**config.mk**
```make
export PLATFORM = sky130hd
export DESIGN_NAME = mcpu_mem_arbiter
export DESIGN_NICKNAME = d
export VERILOG_FILES = /design/src/rtl/mcpu_pkg.sv /design/src/rtl/mcpu_rd_return_pipe.sv /design/src/rtl/mcpu_mem_arbiter.sv
export SDC_FILE = /design/constraint.sdc
export NUM_CORES = 1
export LEC_CHECK = 0
export ABC_AREA = 1
export CORE_ASPECT_RATIO = 1.2
export CORE_MARGIN = 1.5
export CORE_UTILIZATION = 28
export CTS_CLUSTER_DIAMETER = 200
export DETAILED_ROUTE_END_ITERATION = 16
export PLACE_DENSITY = 0.9
export SLEW_MARGIN = 40
export SYNTH_ARGS = -nofsm -noshare
export SYNTH_HDL_FRONTEND = slang
export SYNTH_SLANG_ARGS = --single-unit
export TNS_END_PERCENT = 10
```
**constraint.sdc**
```tcl
create_clock -name clk -period 4.15 [get_ports clk]
set_clock_uncertainty 0.15 [all_clocks]
set_input_delay 0.83 -clock clk [delete_from_list [all_inputs] [get_ports clk]]
set_output_delay 0.83 -clock clk [all_outputs]
set_load 0.05 [all_outputs]
```
**src/rtl/mcpu_pkg.sv**
```systemverilog
// mcpu shared definitions: memory geometry defaults,
// arbiter state encoding and the read-return tag.
package mcpu_pkg;

  localparam int DEF_WORD_SIZE = 16;
  localparam int DEF_ADDR_SIZE = 8;

  localparam logic [1:0] ST_IDLE = 2'd0;
  localparam logic [1:0] ST_OWN0 = 2'd1;
  localparam logic [1:0] ST_OWN1 = 2'd2;

  typedef struct packed {
    logic valid;
    logic port;
  } rd_tag_t;

endpackage

```
**src/rtl/mcpu_rd_return_pipe.sv**
```systemverilog
// Delay line that carries the {valid, port} tag of each read
// grant until the RAM presents its data.
module mcpu_rd_return_pipe
  import mcpu_pkg::*;
#(
  parameter int RD_LATENCY = 1
) (
  input  logic    clk,
  input  logic    reset,
  input  rd_tag_t push,
  output rd_tag_t head
);

  rd_tag_t [RD_LATENCY-1:0] stg;

  always_ff @(posedge clk or negedge reset) begin
    if (!reset) begin
      stg <= '0;
    end else begin
      stg[0] <= push;
      for (int i = 1; i < RD_LATENCY; i++) begin
        stg[i] <= stg[i-1];
      end
    end
  end

  assign head = stg[RD_LATENCY-1];

endmodule

```
**src/rtl/mcpu_mem_arbiter.sv**
```systemverilog
// Two-port round-robin arbiter in front of the MCPU RAM, with a
// bounded ownership lock and tagged read-data return.
module mcpu_mem_arbiter
  import mcpu_pkg::*;
#(
  parameter int WORD_SIZE  = DEF_WORD_SIZE,
  parameter int ADDR_SIZE  = DEF_ADDR_SIZE,
  parameter int RD_LATENCY = 1,
  parameter int MAX_LOCK   = 8
) (
  input  logic                 clk,
  input  logic                 reset,
  input  logic                 p0_req,
  input  logic                 p0_we,
  input  logic                 p0_lock,
  input  logic [ADDR_SIZE-1:0] p0_addr,
  input  logic [WORD_SIZE-1:0] p0_wdata,
  output logic                 p0_gnt,
  output logic                 p0_rvalid,
  output logic [WORD_SIZE-1:0] p0_rdata,
  input  logic                 p1_req,
  input  logic                 p1_we,
  input  logic                 p1_lock,
  input  logic [ADDR_SIZE-1:0] p1_addr,
  input  logic [WORD_SIZE-1:0] p1_wdata,
  output logic                 p1_gnt,
  output logic                 p1_rvalid,
  output logic [WORD_SIZE-1:0] p1_rdata,
  output logic                 mem_en,
  output logic                 mem_we,
  output logic [ADDR_SIZE-1:0] mem_addr,
  output logic [WORD_SIZE-1:0] mem_wdata,
  input  logic [WORD_SIZE-1:0] mem_rdata
);

  localparam int CW = $clog2(MAX_LOCK + 1);

  logic [1:0]    state;
  logic [1:0]    state_nx;
  logic          last;
  logic          last_nx;
  logic [CW-1:0] cnt;
  logic [CW-1:0] cnt_nx;
  logic [CW-1:0] cnt_inc;
  logic          g0;
  logic          g1;
  logic          gnt;
  logic          glock;
  logic          gwe;
  rd_tag_t       push;
  rd_tag_t       head;

  // Owner excludes the other port; otherwise the port that did
  // not win last time takes a tie.
  always_comb begin
    g0 = 1'b0;
    g1 = 1'b0;
    unique case (1'b1)
      (state == ST_OWN0): g0 = p0_req;
      (state == ST_OWN1): g1 = p1_req;
      default: begin
        g0 = p0_req & (~p1_req | last);
        g1 = p1_req & (~p0_req | ~last);
      end
    endcase
    g0 = g0 & reset;
    g1 = g1 & reset;
  end

  assign gnt     = g0 | g1;
  assign glock   = g1 ? p1_lock : p0_lock;
  assign gwe     = g1 ? p1_we : p0_we;
  assign cnt_inc = cnt + 1'b1;

  always_comb begin
    state_nx = state;
    last_nx  = last;
    cnt_nx   = cnt;
    if (gnt) begin
      last_nx = g1;
      if (state == ST_IDLE) begin
        if (glock && MAX_LOCK > 1) begin
          state_nx = g1 ? ST_OWN1 : ST_OWN0;
          cnt_nx   = CW'(1);
        end
      end else if (glock && int'(cnt_inc) < MAX_LOCK) begin
        cnt_nx = cnt_inc;
      end else begin
        state_nx = ST_IDLE;
        cnt_nx   = '0;
      end
    end else if (state != ST_IDLE) begin
      // owner dropped its request: release without serving anyone
      state_nx = ST_IDLE;
      cnt_nx   = '0;
    end
  end

  always_ff @(posedge clk or negedge reset) begin
    if (!reset) begin
      state <= ST_IDLE;
      last  <= 1'b1;
      cnt   <= '0;
    end else begin
      state <= state_nx;
      last  <= last_nx;
      cnt   <= cnt_nx;
    end
  end

  assign p0_gnt    = g0;
  assign p1_gnt    = g1;
  assign mem_en    = gnt;
  assign mem_we    = gnt & gwe;
  assign mem_addr  = g1 ? p1_addr : (g0 ? p0_addr : '0);
  assign mem_wdata = g1 ? p1_wdata : (g0 ? p0_wdata : '0);

  assign push.valid = gnt & ~gwe;
  assign push.port  = g1;

  mcpu_rd_return_pipe #(
    .RD_LATENCY(RD_LATENCY)
  ) u_ret (
    .clk  (clk),
    .reset(reset),
    .push (push),
    .head (head)
  );

  assign p0_rvalid = head.valid & ~head.port;
  assign p1_rvalid = head.valid & head.port;
  assign p0_rdata  = p0_rvalid ? mem_rdata : '0;
  assign p1_rdata  = p1_rvalid ? mem_rdata : '0;

endmodule

```
==> Word-level counts from Yosys, hierarchy flattened <==
Index checks and enable logic that the tools add are counted.
{ "totals": {"reg_bits": 9, "ramBits": 0, "latch_bits": 0, "wordCells": 54, "n_memories": 0, "out_inout_bits": 62, "romBits": 0} }
{ "classes": {"reduce_logical": 6, "magnitude_cmp": 1, "mul": 0, "n_mux": 21, "n_div": 0, "n_bitwise": 16, "n_eq_ne": 4, "addsub": 1, "shifts": 0} }
{ "op_table": {"columns": ["op", "count"], "rows": [
  ["$mux 16", 4],
  ["$mux 4", 5],
  ["$mux 8", 2],
  ["$mux 2", 6],
  ["$and 1x1->1", 8],
  ["$ne 3x3->1 const B", 2],
  ["$not 1->1", 5],
  ["$add 4x1->4 const B", 1],
  ["$lt 4x4->1 const B", 1],
  ["$pmux 1 s2", 2],
  ["$reduce_bool 2->1", 2],
  ["$or 1x1->1", 3],
  ["$reduce_and 3->1", 1],
  ["$eq 2x1->1 const B", 1],
  ["$eq 2x2->1 const B", 1],
  ["$logic_not 2->1", 1],
  ["$mux 1", 2],
  ["$reduce_and 2->1", 1],
  ["$logic_and 1x1->1", 1]
]} }

==> Longest topological paths before layout <==
{ "depth": {"depth_word": 10, "mapped_depth": 12, "mapped_depth_nobuf": 12} }

==> Hierarchy <==
A second synthesis with hierarchy kept.
{ "hier_totals": {"hier_cells": 160, "area_unflattened_um2": 1092.3} }
{ "modules_own_cells": {"columns": ["module", "cells_each", "area_each_um2", "instances"], "rows": [
  ["mcpu_mem_arbiter", 158, 1042.2, 1],
  ["mcpu_rd_return_pipe", 2, 50.0, 1]
]} }

==> Least setup slack after synthesis <==
Ideal clock, no wire load.
{ "synth_timing": {"kind": "input to output", "start": "input p1_req", "end": "output mem_we", "stages": 7, "required_time_ps": 3170, "arrival_time_ps": 2271, "slack_ps": 899, "path_buffers": 1, "cell_sequence": "nand2_1 -> inv_2 -> nand3_4 -> inv_6 -> buf_6 -> nand2_1 -> a21oi_1"} }
{ "synth_between": {"word_cells_on_any_way": 11} }
{ "synth_lines": {"columns": ["element", "line", "text"], "rows": [
  ["from (decl)", "mcpu_mem_arbiter.sv:21", "input logic p1_req,"],
  ["$and 1x1->1", "mcpu_mem_arbiter.sv:63", "g1 = p1_req & (~p0_req | ~last);"],
  ["$pmux 1 s2 (*)", "mcpu_mem_arbiter.sv:58", "unique case (1'b1)"],
  ["$and 1x1->1 (*)", "mcpu_mem_arbiter.sv:67", "g1 = g1 & reset;"],
  ["named net p1_gnt", "mcpu_mem_arbiter.sv:26", "output logic p1_gnt,"],
  ["$or 1x1->1 / $mux 1 (equally long branches)", "mcpu_mem_arbiter.sv:70, mcpu_mem_arbiter.sv:72", null],
  ["$and 1x1->1 (*)", "mcpu_mem_arbiter.sv:114", "assign mem_we = gnt & gwe;"],
  ["to (decl)", "mcpu_mem_arbiter.sv:30", "output logic mem_we,"]
]} }
Mark *: on every way through the listed nets, which the timed path passes. The rest lies on a longest branch.

==> Final worst setup path <==
{ "layout_timing": {"start": "input reset", "end": "output mem_wdata[6]"} }
{ "layout_between": {"elab_chain_cells": 3, "word_cells_on_any_way": 4} }
{ "layout_rtl": {"columns": ["element", "line", "text"], "rows": [
  ["from (decl)", "mcpu_mem_arbiter.sv:12", "input logic reset,"],
  ["$and 1x1->1", "mcpu_mem_arbiter.sv:66", "g0 = g0 & reset;"],
  ["$mux 16", "mcpu_mem_arbiter.sv:116", "assign mem_wdata = g1 ? p1_wdata : (g0 ? p0_wdata : '0);"],
  ["$mux 16 (*)", "mcpu_mem_arbiter.sv:116", null],
  ["to (decl)", "mcpu_mem_arbiter.sv:32", "output logic [WORD_SIZE-1:0] mem_wdata,"]
]} }
Mark *: on every way between the ends. The rest lies on a longest branch, timed or not.

==> impl_metrics.toml <==
[synth]
synthesis.instances = 160
ys_seq_elements = 9
synth.area.top_cells = "sky130_fd_sc_hd__a22o_1, sky130_fd_sc_hd__dfrtp_1, sky130_fd_sc_hd__nor2_1"
synth.yosys.warnings = 0
count_of_cell_types_in_the_netlist = 23
syn-cell-area_um2 = 1080
synth_adder_area_share = 0.0462
post_synth.cell_area_avg_um2 = 6.76
synth-compound-area-share = 0.222
xor_and_xnor_area_share_after_synthesis = 0.00809
netlist.top_cell.by_area = "sky130_fd_sc_hd__a22o_1"
syn-num-nets = 236
synth_top_family_by_area = "simple AND/OR/NAND/NOR gates"
ys_seq_area_frac = 0.209
synth_simple_gate_area_share = 0.340
synth_mux_area_frac = 0
post_synth_top_area_share = 0.194

[worst_setup_path]
timing.critical_path.slowest_stage_cell = "sky130_fd_sc_hd__clkdlybuf4s50_1"
slowest_delay_ps = 480
critical_path.reg2reg.startpoint = "state[0]"
cp_cell_sequence = "clkdlybuf4s50_1 -> buf_4 -> nand2_1 -> nor2_2 -> nand2_4 -> nor2_8 -> a22o_1 -> buf_12"
critical_path_class = "primary input to primary output"
worst-path-stages = 8
crit_required_ps = 3170
critical_path.endpoint_type = "primary output"
start_kind = "primary input"
timing.critical_path.fanout_max = 24
r2r.worst_path.cells = 10
worst_path_dominant_cell_family = "buffers and inverters"
timing.critical_path.from = "reset"
cp_data_arrival_time_ps = 2580
cp_buf_inv_count = 3

[timing]
tightest_slew_ps = 543
maximum_operating_frequency_mhz = 281
final-setup-viol-count = 0
fin_worst_hold_slack_ps = 375
final.min_clock_period_ps = 3560
rsz_0062_raised_after_global_routing = "no"
fin_setup_tns_ps = 0
post-route-period-util = 0.857
timing.final.hold_violations = 0
slew_headroom = 0.637
slew_viol_final = 0

[clock_network]
tritoncts.num_buffers = 3
cts.sinks = 9
tritoncts = "done"
post_cts_setup_bufs = 0
cts.reportedPaths.clkPinSlew_ps = 50
postCtsHoldBufs = 0
worstSkewPairLatency_ps = 230
worst_case_clock_buffer_depth = 2
ctsRootBufferMaster = "sky130_fd_sc_hd__clkbuf_8"
ctsResizeCount = 0
htree_num_levels = 1

[place]
io_buffers = 133
dp_hpwl_um = 4010
finalWeightedCongestion = 0.820

[floorplan]
placement_rows = 24
initial_core_util = 0.295
die_y_um = 71.1
placeableCoreArea_um2 = 3660
floorplan.io_pins = 134
dieWidth_um = 59.8
die_area_um2 = 4250

[detailed_routing]
firstDrtPassIters = 4
ant_nets = 0
routed_via_density = 4.67
drt-wirelength-per-cell_um = 13.6
post-route-drc-count = 0
num_vias = 1603
totalWireLength_um = 4680
drt_iter0_drc = 71

[cells_and_area]
commonest_cells_after_routing_fill_and_taps_aside = "sky130_fd_sc_hd__clkdlybuf4s50_1, sky130_fd_sc_hd__nor2_1, sky130_fd_sc_hd__inv_1"
num-nets-final = 368
drive_above_1_share = 0.148
mostFrequentLayoutCell = "sky130_fd_sc_hd__clkdlybuf4s50_1"
syn_to_final_growth_pct = 151
antenna-diode-count = 0

[worst_hold_path]
holdCritStartpoint = "state[0]"
hold_removal_path_class = "register to register"
hold_depth = 2

[power]
power-per-cell-area_nw_per_um2 = 463
ir_worst_vdd_uv = 267
static-leakage-power_uw = 0.00126

[global_route]
aggregate_global_routing_overflow = 0
number_of_antenna_violations_at_the_first_check_in_global_routing = 0
grt_first_pass_wirelength_um = 7050
grt_util_all_layers = 0.217
pin_count_of_the_biggest_net_entering_global_routing = 30
via_count_of_the_first_global_routing_pass = 1536

[flow_run]
timing.max_cap.violations = 0

[status]
outcome = "finished clean"
[area by class of cell]
type,instances,area (um^2)
Multi-Input combinational cell,109,667
Sequential cell,9,226
Tap cell,52,65.1
Timing Repair Buffer,134,1580
Inverter,35,136
Fill cell,264,942
Clock buffer,4,45.0
[routing by layer]
layer	wire (um)	GRT usage	vias to the layer above
met5	0	0	-
met4	85	0.0593	0
met3	363	0.0475	6
met2	2570	0.408	90
met1	1650	0.235	725
li1	-	-	782
[stage by stage]
step | utilization | cell area (um^2) | power [uW] | setup WS (ps) | cells
after detailed placement | 0.731 | 2680 | 1170 | 567 | 339
after CTS | 0.743 | 2720 | 1270 | 570 | 343
after floorplan | - | 1080 | 736 | 899 | 160
after global placement | 0.731 | 2680 | 1150 | 632 | 339
final | 0.743 | 2720 | 1260 | 592 | 343
after global routing | 0.743 | 2720 | 1330 | 440 | 343
[state kept, by name, summed over array words and instances (netlist names)]
signal      count
cnt             4
state           2
u_ret.head      2
last            1
[where the power goes]
part           total [uW]  leakage [uW]  internal, uW  switching [uW]
combinational        1020       0.00112           423             602
sequential            137      0.000117           116            20.7
clock                99.8     0.0000228          66.8            33.0
[path summary, 6_finish.rpt]
path	end	slack [ps]
worst max-delay path	mem_wdata[6]	590
worst min-delay path	state[0]	380
worst max register to register	state[0]	2280
worst min register to register	state[0]	380
max in group asynchronous	last	2840
min in group asynchronous	state[1]	780
[kinds of logic (layout without fill, tap and decap cells)]
logic type               after synthesis  count (layout)
XOR/XNOR                               1               1
AND/OR/NAND/NOR                       74              74
adder cells (fa/ha/maj)                4               4
AO/OA/AOI/OAI                         30              30
flip-flops                             9               9
buffers and inverters                 42             173
[synthesized netlist by cell type]
cell type / number
sky130_fd_sc_hd__nor2_2: 1
sky130_fd_sc_hd__nand2_4: 2
sky130_fd_sc_hd__buf_6: 3
sky130_fd_sc_hd__xor2_1: 1
sky130_fd_sc_hd__nand3_1: 6
sky130_fd_sc_hd__a21oi_1: 4
sky130_fd_sc_hd__nor2_1: 36
sky130_fd_sc_hd__inv_2: 2
sky130_fd_sc_hd__clkbuf_1: 3
sky130_fd_sc_hd__buf_4: 1
sky130_fd_sc_hd__dfrtp_1: 8
sky130_fd_sc_hd__nand3_4: 2
sky130_fd_sc_hd__ha_1: 4
sky130_fd_sc_hd__nand3_2: 1
sky130_fd_sc_hd__nor2_8: 1
sky130_fd_sc_hd__nand2_1: 19
sky130_fd_sc_hd__dfstp_2: 1
sky130_fd_sc_hd__inv_6: 1
sky130_fd_sc_hd__o21ai_1: 1
sky130_fd_sc_hd__a22o_1: 24
sky130_fd_sc_hd__nand4_1: 6
sky130_fd_sc_hd__o21ai_0: 1
sky130_fd_sc_hd__inv_1: 32
[worst register-to-register path, stage by stage, from the launching register on]
cell and delay [ps]:
sky130_fd_sc_hd__dfrtp_1 380, sky130_fd_sc_hd__inv_1 80, sky130_fd_sc_hd__ha_1 320, sky130_fd_sc_hd__nand2_1 150
sky130_fd_sc_hd__nand3_4 160, sky130_fd_sc_hd__nand2_1 170, sky130_fd_sc_hd__nand3_4 100, sky130_fd_sc_hd__nand2_1 80
sky130_fd_sc_hd__nand2_1 70, sky130_fd_sc_hd__nand2_1 60, sky130_fd_sc_hd__nand2_1 40
Power figures use the tool's default switching activity.
